File: config.mk
export PLATFORM = sky130hd
export DESIGN_NAME = imem_loader
export DESIGN_NICKNAME = d
export VERILOG_FILES = /design/src/rtl/imem_loader_pkg.sv /design/src/rtl/imem_loader.sv
export SDC_FILE = /design/constraint.sdc
export NUM_CORES = 1
export LEC_CHECK = 0
export CAP_MARGIN = 20
export CORE_ASPECT_RATIO = 0.9
export CORE_MARGIN = 4
export CORE_UTILIZATION = 34
export CTS_CLUSTER_DIAMETER = 30
export DETAILED_ROUTE_END_ITERATION = 6
export HOLD_SLACK_MARGIN = 0.08
export PLACE_DENSITY = 0.71
export SLEW_MARGIN = 40
export SYNTH_ARGS = -nofsm -noshare
export SYNTH_HDL_FRONTEND = slang
export SYNTH_SLANG_ARGS = --single-unit
File: constraint.sdc
create_clock -name clk -period 1.71 [get_ports clk]
set_clock_uncertainty 0.15 [all_clocks]
set_input_delay 0.4275 -clock clk [delete_from_list [all_inputs] [get_ports clk]]
set_output_delay 0.4275 -clock clk [all_outputs]
set_load 0.01 [all_outputs]
File: src/rtl/imem_loader_pkg.sv
// Shared definitions for the instruction-memory load path: the instruction
// word layout and the loader FSM state encoding.
package imem_loader_pkg;

    localparam int instr_width_lp = 32;

    // One instruction word as stored in imem.
    typedef struct packed {
        logic [24:0] operands;
        logic [6:0]  opcode;
    } instruction_s;

    // Loader FSM states. Kept in the package so debug and trace tools can
    // decode the state register by name.
    typedef enum logic [1:0] {
        IDLE = 2'd0,
        LOAD = 2'd1,
        DONE = 2'd2
    } loader_state_e;

endpackage

File: src/rtl/imem_loader.sv
// Write-side driver for the instruction memory. Accepts a valid/ready stream
// of instruction words and writes them to consecutive imem addresses. It keeps
// the core held in reset until a load session completes.
module imem_loader
    import imem_loader_pkg::*;
#(
    parameter int addr_width_p = 10
) (
    input  logic                    clk,
    input  logic                    reset,
    input  logic                    load_start_i,
    input  logic [addr_width_p-1:0] base_addr_i,
    input  logic [addr_width_p:0]   count_i,
    input  logic                    data_v_i,
    input  instruction_s            data_i,
    output logic                    ready_o,
    output logic                    imem_wen_o,
    output logic [addr_width_p-1:0] imem_addr_o,
    output instruction_s            imem_instruction_o,
    output logic                    busy_o,
    output logic                    done_o,
    output logic [addr_width_p:0]   words_written_o,
    output logic                    core_hold_o
);

    localparam logic [addr_width_p:0] count_one_lp = (addr_width_p + 1)'(1);

    loader_state_e             state_q;
    logic [addr_width_p-1:0]   addr_q;
    logic [addr_width_p:0]     remaining_q;
    logic [addr_width_p:0]     written_q;
    logic                      wen_q;
    logic [addr_width_p-1:0]   waddr_q;
    instruction_s              wdata_q;
    logic                      busy_q;
    logic                      done_q;
    logic                      hold_q;

    // Ready depends on state only, so a host may hold data_v_i off ready_o
    // without creating a combinational loop.
    assign ready_o = (state_q == LOAD);

    // Session FSM, the three counters and the registered write stage.
    always_ff @(posedge clk) begin
        // NOTE: sequential state is updated with non-blocking assignments so
        // every register here samples the values from before this edge.
        if (reset) begin
            state_q     <= IDLE;
            addr_q      <= '0;
            remaining_q <= '0;
            written_q   <= '0;
            wen_q       <= 1'b0;
            waddr_q     <= '0;
            wdata_q     <= '0;
            busy_q      <= 1'b0;
            done_q      <= 1'b0;
            hold_q      <= 1'b1;
        end else begin
            // The write enable and done pulse are single-cycle by default;
            // the address and data registers keep their last values.
            wen_q  <= 1'b0;
            done_q <= 1'b0;

            unique case (state_q)
                IDLE: begin
                    if (load_start_i) begin
                        addr_q      <= base_addr_i;
                        remaining_q <= count_i;
                        written_q   <= '0;
                        hold_q      <= 1'b1;
                        busy_q      <= 1'b1;
                        if (count_i == '0) begin
                            state_q <= DONE;
                            done_q  <= 1'b1;
                        end else begin
                            state_q <= LOAD;
                        end
                    end
                end

                LOAD: begin
                    if (data_v_i) begin
                        wen_q       <= 1'b1;
                        waddr_q     <= addr_q;
                        wdata_q     <= data_i;
                        // Address wraps naturally at 2**addr_width_p.
                        addr_q      <= addr_q + 1'b1;
                        remaining_q <= remaining_q - 1'b1;
                        written_q   <= written_q + 1'b1;
                        // The final write lands in the same cycle as DONE.
                        if (remaining_q == count_one_lp) begin
                            state_q <= DONE;
                            done_q  <= 1'b1;
                        end
                    end
                end

                DONE: begin
                    state_q <= IDLE;
                    busy_q  <= 1'b0;
                    hold_q  <= 1'b0;
                end

                default: begin
                    state_q <= IDLE;
                    busy_q  <= 1'b0;
                end
            endcase
        end
    end

    assign imem_wen_o         = wen_q;
    assign imem_addr_o        = waddr_q;
    assign imem_instruction_o = wdata_q;
    assign busy_o             = busy_q;
    assign done_o             = done_q;
    assign words_written_o    = written_q;
    assign core_hold_o        = hold_q;

endmodule

# [After elaboration in Yosys (flattened, before gate mapping)]
# Cells that the tools add are included.
[word_totals] register_bits=80 in_bits=57 wordCells=54
[op_classes] add_sub_neg=3 eq_ne=6 muxes=23 bitwise=1 reduce_logical=10
[ops] cell="2-to-1 mux 11 bit" count=4
[ops] cell="case mux 11 bit (2 select lines)" count=2
[ops] cell="2-to-1 mux 10 bit" count=2
[ops] cell="case mux 10 bit (2 select lines)" count=1
[ops] cell="adder 11 x 1 -> 11 bit (second input constant)" count=1
[ops] cell="equality test 11 x 1 -> 1 bit (second input constant)" count=1
[ops] cell="zero test 11 bit" count=1
[ops] cell="subtractor 11 x 1 -> 11 bit (second input constant)" count=1
[ops] cell="adder 10 x 1 -> 10 bit (second input constant)" count=1
[ops] cell="2-to-1 mux 2 bit" count=4
[ops] cell="2-to-1 mux 1 bit" count=6
[ops] cell="case mux 1 bit (2 select lines)" count=3
[ops] cell="AND reduction 2 bit" count=3
[ops] cell="AND reduction 3 bit" count=2
[ops] cell="!= test 2 bit (second input constant)" count=2
[ops] cell="case mux 2 bit (2 select lines)" count=1
[ops] cell="nonzero test 2 bit" count=2
[ops] cell="equality test 2 x 1 -> 1 bit (second input constant)" count=1
[ops] cell="equality test 2 bit (second input constant)" count=1
[ops] cell="zero test 2 bit" count=1
[ops] cell="!= test 2 x 1 -> 1 bit (second input constant)" count=1
[ops] cell="OR reduction 2 bit" count=1
[ops] cell="NOT 1 bit" count=1

# [Logic depth before layout (Yosys ltp)]
# Gate-level depths: netlist (run 1).
[depth] ltp_word=4 depth_mapped=8 depth_no_buf=6

# [Least setup slack after synthesis (run 1)]
# Ideal clock, no wire load.
[synth_path] path_type="reg2reg" start="register remaining_q[0]" end="register remaining_q[10]" arrival_ps=1609 path_slack_ps=-181 path_stages_with_launch=7 path_buffers=0 period_less_slack_ps=1891 cell_sequence="dfxtp_1 -> inv_1 -> ha_1 -> nor4b_1 -> nand2_1 -> o311ai_0 -> a31oi_1"
[synth_via] elab_chain_len=3
[synth_rtl] item="from (decl)" line="imem_loader.sv:30" text="logic [addr_width_p:0] remaining_q;"
[synth_rtl] item="from (signal assigned)" line="imem_loader.sv:68" text="remaining_q <= count_i;"
[synth_rtl] item="from (signal assigned)" line="imem_loader.sv:88" text="remaining_q <= remaining_q - 1'b1;"
[synth_rtl] item="subtractor 11 x 1 -> 11 bit" line="imem_loader.sv:88"
[synth_rtl] item="2-to-1 mux 11 bit" line="imem_loader.sv:82" text="if (data_v_i) begin"
[synth_rtl] item="case mux 11 bit (2 select lines)" line="imem_loader.sv:64" text="unique case (state_q)"
# No other way between the ends. The select of a mux whose other input is x is not followed.
# A chain may end at the register's enable or synchronous reset.

# [Final worst setup path (run 1)]
[layout_path] start="register state_q[0]" end="register remaining_q[9]"
[layout_via] elab_chain_len=3
[layout_rtl] item="from (decl)" line="imem_loader.sv:28" text="loader_state_e state_q;"
[layout_rtl] item="from (signal assigned)" line="imem_loader.sv:48" text="state_q <= IDLE;"
[layout_rtl] item="from (signal assigned)" line="imem_loader.sv:73" text="state_q <= DONE;"
[layout_rtl] item="from (signal assigned)" line="imem_loader.sv:76" text="state_q <= LOAD;"
[layout_rtl] item="equality test 2 x 1 -> 1 bit or zero test 2 bit (tied branches)" line="imem_loader.sv:64"
[layout_rtl] item="!= test 2 bit (no line) or nonzero test 2 bit (tied branches)"
[layout_rtl] item="AND reduction 3 bit (no line)"
# Parallel ways exist; a longest one is shown, timed or not.

==> flow_summary.ini, run 1 <==
[yosys]
synth_cell_types = 49
synthCells = 448
synth_top_flop_cell = dfxtp_1
ys.warnings.count = 0
syn_avg_cell_area_um2 = 7.87
synth_nets = 509
async_reset_ff_frac = 0
ys_seq_area_frac = 0.454
ys_ff_latch = 80
synth_edf_count = 0
netlist_area_um2 = 3520

[setup_path]
critPathMaxFanout = 5
cp_slowest_cell = or4_1
r2r_end = remaining_q[9]
cp-end-kind = register
cp.arrival_ns = 1.82
crit_family = simple AND/OR/NAND/NOR gates
critPathMaxStageDelay_ns = 0.52
path_buf_inv = 2
ff2ff_setup_slack_ns = -0.005
worstSetupStartpointType = register
path_class = reg2reg
crit_chain = buf_6 -> inv_4 -> or4_1 -> mux2_4 -> a31oi_1
reg2reg_depth = 5
r2r-start = state_q[0]
critPathRequiredTime_ns = 1.82

[layout]
final_net_count = 661
drive_gt1_frac = 0.167
stdcell_area_um2 = 5520
layout.cells.non_filler = 730
final_common_cell = nand2_1
fillers = 912
final_cell_mix = nand2_1, dfxtp_1, a21oi_1
num_antenna_cells = 0
area_growth_pct = 56.6

[floorplan]
start_util = 0.356
ios = 115
fp.coreArea_um2 = 9910
die-area_um2 = 12100
num_rows = 34
die_w_um = 115
die_y_um = 105

[clock_network]
ctsRootBufferMaster = clkbuf_16
cts_tree = yes
clkLatencyLatePin_ns = 0.33
clk_pin_slew_ns = 0.06
cts_num_sinks = 80
clock_path_buffers = 2
cts_hold_buf = 0
tritoncts.num_buffers = 9
htree_levels = 3

[job]
drv_cap = 0

[worst_hold_path]
hold_depth = 2
hp-class = reg2reg
hold_path_end = imem_instruction_o[13]
worstHoldStart = imem_instruction_o[13]

[place]
dpl-instance-area_um2 = 5150
dp.cells = 708
gp_congestion = 0.870
port_buffers = 114
dp_hpwl_um = 7730
pre_cts_ws_ns = -0.533

[grt]
grt_max_degree = 43
antenna_found_initial = 0
grt_pass1_wl_um = 17500
grt_pass1_vias = 3623
track_usage = 0.180
grt_overflow = 0

[power]
seqPwrFrac = 0.421
p_comb_frac = 0.190
peakVddDrop_mv = 0.501
p_sw_mw = 1.24
p_leak_nw = 2.29
swShare = 0.256
p_clk_frac = 0.388
power_mw = 4.83
p_int_mw = 3.60
p_per_area_nw_per_um2 = 876

[route]
drt_iter0_drc = 187
via_per_inst = 5.15
wl_per_cell_um = 15.0
drc = 0
drt_first_pass_iters = 5
postRouteAntennaNets = 0
wl_um = 11000
vias = 3759

[sta]
max_freq_mhz = 583
fin_crit_sh = 1.00
drv_slew = 0
slew_headroom = 0.734
worst_slew_pin_slew_ns = 0.395
period_minus_slack_ns = 1.72
rsz0062_at_grt = yes
finalWorstSetupSlack_ns = -0.00542
whs_ns = 0.299
finalSetupViolations = 1
hold_viol_final = 0

[outcome]
violations = negative setup slack
status = finished, violations left
==> cell type report <==
type | instances | area, µm² | share of cell area
clock inverter | 3 | 42.5 | 0.00771
multi-input combinational | 329 | 1840 | 0.334
sequential | 80 | 1610 | 0.292
timing repair buffer | 171 | 1580 | 0.287
clock buffer | 12 | 246 | 0.0447
inverter | 9 | 36.3 | 0.00657
tap | 126 | 158 | 0.0286
==> metrics by stage <==
step                setup TNS [ns]  utilization
CTS                              0        0.545
finish                    -0.00542        0.557
detailed placement          -23.70        0.520
floorplan                        0            -
global route               -0.0479        0.557
global placement            -20.01        0.520
==> worst min-delay path: stages (launching register included) <==
cell     delay [ns]
dfxtp_1        0.30
nand2_1        0.05
a21oi_1        0.05
==> cells in the mapped netlist, drive strengths merged (2+ instances only) <==
| cell | instances | area share |
|---|---|---|
| nand2 | 107 | 0.11 |
| dfxtp | 80 | 0.45 |
| a21oi | 64 | 0.091 |
| nor2 | 23 | 0.027 |
| buf | 16 | 0.022 |
| nor3 | 15 | 0.021 |
| clkbuf | 14 | 0.015 |
| o21ai | 12 | 0.017 |
| nand3 | 11 | 0.016 |
| nand4 | 10 | 0.018 |
| inv | 9 | 0.0096 |
| nor4 | 8 | 0.014 |
| xnor2 | 8 | 0.020 |
| nand2b | 7 | 0.012 |
| a211oi | 5 | 0.011 |
| a31oi | 5 | 0.0089 |
| and2 | 5 | 0.0089 |
| a21o | 4 | 0.0085 |
| ha | 4 | 0.014 |
| a311oi | 3 | 0.0075 |
| mux2 | 3 | 0.0096 |
| nor2b | 3 | 0.0053 |
| nor4b | 3 | 0.0075 |
| or4 | 3 | 0.0064 |
| a22o | 2 | 0.0050 |
| mux2i | 2 | 0.0057 |
| nand4b | 2 | 0.0067 |
| nor3b | 2 | 0.0043 |
| o311ai | 2 | 0.0050 |
| o32ai | 2 | 0.0050 |
| or2 | 2 | 0.0036 |
==> state kept, by name (all words and copies together) (netlist names), 2 cells and up <==
signal and cells:
addr_q 10, imem_addr_o 10, imem_instruction_o 32, remaining_q 11
state_q 2, words_written_o 11
==> repair_timing <==
item,in CTS,in global routing
setup endpoints to repair,103,21
cloned,0,1
setup buffers,3,4
pin swaps,3,8
resized for setup,71,25
==> power by group through the flow <==
stage | registers [mW] | clock network [mW] | logic (mW)
floorplan | 2.09 | 0 | 0.399
global placement | 2.07 | 0 | 0.875
global route | 2.05 | 2.02 | 1.00
detailed placement | 2.07 | 0 | 0.891
finish | 2.04 | 1.88 | 0.920
CTS | 2.03 | 1.93 | 0.881
==> cell families after synthesis <==
| kind of cell | count (synthesis) | share of synthesized area |
|---|---|---|
| AOI/OAI and AO/OA | 108 | 0.179 |
| DFF | 80 | 0.454 |
| and+or+nand+nor | 204 | 0.270 |
| adders and majority gates | 4 | 0.0142 |
| xor gates and xnor gates | 8 | 0.0199 |
| muxes | 5 | 0.0153 |
| buffers and inverters | 39 | 0.0469 |
==> layer usage <==
metal | vias up | wire [µm] | part of all wire | global-route usage
met3 | 16 | 684 | 0.062 | 0.0526
li1 | 1867 | - | - | -
met1 | 1731 | 4810 | 0.44 | 0.227
met5 | - | 0 | 0 | 0
met4 | 0 | 238 | 0.022 | 0.0696
met2 | 145 | 5220 | 0.48 | 0.288
==> how the worst max path moves through the flow <==
stage / from / depth (start not counted) / end
after global placement: data_v_i / 5 / words_written_o[10]
after global routing: state_q[0] / 5 / remaining_q[9]
after floorplan: words_written_o[2] / 4 / words_written_o[10]
after detailed placement: data_v_i / 5 / words_written_o[10]
after CTS: state_q[1] / 5 / remaining_q[9]
final: state_q[0] / 5 / remaining_q[9]
No activity file was read; power rests on OpenSTA's default activity.
==> run 2, diff against run 1 <==
CELL_PAD_IN_SITES_DETAIL_PLACEMENT = 1   (was default)
CELL_PAD_IN_SITES_GLOBAL_PLACEMENT = 2   (was default)
CORE_UTILIZATION = 23   (was 34)
PLACE_DENSITY = 0.83   (was 0.71)
==> run 2 against run 1 <==
- the run still ends with negative setup slack left
- setup slack worse by 0.031 ns
- hold slack better by 0.0020 ns
- cell count up 11%
- register-to-register slack got worse by 0.03 ns
- wire length increased by 25%
- critical path depth stayed put
- power grew 9.6%
- first-iteration DRC count shrank 20%
- highest routed layer unchanged
==> flow_summary.ini, run 2 (synthesis gave the netlist of run 1 again) <==
[setup_path]
ff2ff_setup_slack_ns = -0.04
path_buf_inv = 1
cp.arrival_ns = 1.86
critPathMaxFanout = 5
crit_chain = mux2i_4 -> buf_6 -> or4_4 -> mux2_4 -> a31oi_4
worstSetupStartpointType = register
critPathMaxStageDelay_ns = 0.40
crit_family = multiplexers
reg2reg_depth = 5
cp_slowest_cell = or4_4
critPathRequiredTime_ns = 1.83
cp-end-kind = register
r2r_end = remaining_q[9]
r2r-start = state_q[0]
path_class = reg2reg

[layout]
final_common_cell = nand2_1
num_antenna_cells = 0
area_growth_pct = 65.7
final_net_count = 672
drive_gt1_frac = 0.191
stdcell_area_um2 = 5840
finalCoreUtilization = 0.393
final_cell_mix = nand2_1, dfxtp_1, a21oi_1
largest_reg_flops = 32

[route]
via_per_inst = 4.74
drt_first_pass_iters = 4
wl_per_cell_um = 16.9
vias = 3848
drc = 0
drt_iter0_drc = 149
wl_um = 13700
postRouteAntennaNets = 0

[grt]
grt_max_degree = 33
grt_overflow = 0
grt_pass1_wl_um = 21500
antenna_found_initial = 0
track_usage = 0.151
grt_pass1_vias = 4120

[outcome]
status = finished, violations left
violations = negative setup slack

[clock_network]
cts_tree = yes
ctsRootBufferMaster = clkbuf_16
cts_hold_buf = 0
htree_levels = 3
tritoncts.num_buffers = 9
clk_pin_slew_ns = 0.06
cts_num_sinks = 80
clock_path_buffers = 2
clkLatencyLatePin_ns = 0.33

[worst_hold_path]
worstHoldStart = imem_addr_o[3]
hp-class = reg2reg
hold_path_end = imem_addr_o[3]
hold_depth = 2

[floorplan]
die_y_um = 125
die_w_um = 138
ios = 115
start_util = 0.237
die-area_um2 = 17400
fp.coreArea_um2 = 14900
num_rows = 42

[power]
p_per_area_nw_per_um2 = 907
peakVddDrop_mv = 0.559
p_leak_nw = 2.40
power_mw = 5.30

[sta]
slew_headroom = 0.697
period_minus_slack_ns = 1.75
tns_ns = -0.0701
drv_slew = 0
rsz0062_at_grt = yes
fin_crit_sh = 1.02
worst_slew_pin_slew_ns = 0.455
hold_viol_final = 0
finalSetupViolations = 2
finalWorstSetupSlack_ns = -0.0362
max_freq_mhz = 573

[place]
dp_hpwl_um = 9350
port_buffers = 114
pre_cts_ws_ns = -0.564
gp_congestion = 0.803
dpl-instance-area_um2 = 5290

[job]
drv_cap = 0
[run 2: where the power goes]
| part | total, mW | switching, mW | internal, mW |
|---|---|---|---|
| Sequential | 2.04 | 0.0813 | 1.96 |
| Combinational | 1.01 | 0.491 | 0.516 |
| Clock | 2.25 | 0.760 | 1.49 |
| Total | 5.30 | 1.33 | 3.96 |
[run 2: metrics by stage]
stage	hold WS, ns	cells
3_3_place_gp	0.291	788
4_1_cts	0.304	803
6_report	0.301	812
5_1_grt	0.318	812
2_1_floorplan	0.295	448
3_5_place_dp	0.297	788
[run 2: how the worst max path moves through the flow]
stage	startpoint	endpoint	slack, ns	depth (start not counted)
detailed placement	data_v_i	remaining_q[9]	-0.56	6
global placement	data_v_i	addr_q[9]	-0.55	6
finish	state_q[0]	remaining_q[9]	-0.04	5
CTS	state_q[1]	ready_o	-0.11	3
floorplan	words_written_o[2]	words_written_o[10]	0.03	4
global route	state_q[0]	addr_q[9]	-0.1	5
[run 2: repair_timing]
item,in CTS,in global routing
setup buffers,0,4
gates resized for setup,72,28
pin swaps,0,5
hold endpoints to repair,0,0
cloned,1,5
setup endpoints to repair,125,56
[run 2: final cells by class]
cell class | count | area (µm²)
clock buffer | 11 | 253
clock inverter | 3 | 90.1
sequential | 80 | 1620
multi-input combinational | 330 | 1890
fill | 1750 | 9030
inverter | 9 | 33.8
timing repair buffer | 181 | 1710
tap | 198 | 248
[run 2: layer usage]
layer	global-route usage	part of all wire	up-vias	routed length (µm)
met2	0.248	0.46	80	6370
li1	-	-	1889	-
met4	0.0482	0.018	0	242
met1	0.190	0.48	1864	6540
met3	0.0473	0.042	15	574
met5	0	0	-	0
[run 2: worst min-delay path: stages (launching register included)]
cell and delay, ns:
dfxtp_1 0.30, nand2_1 0.05, a21oi_1 0.05
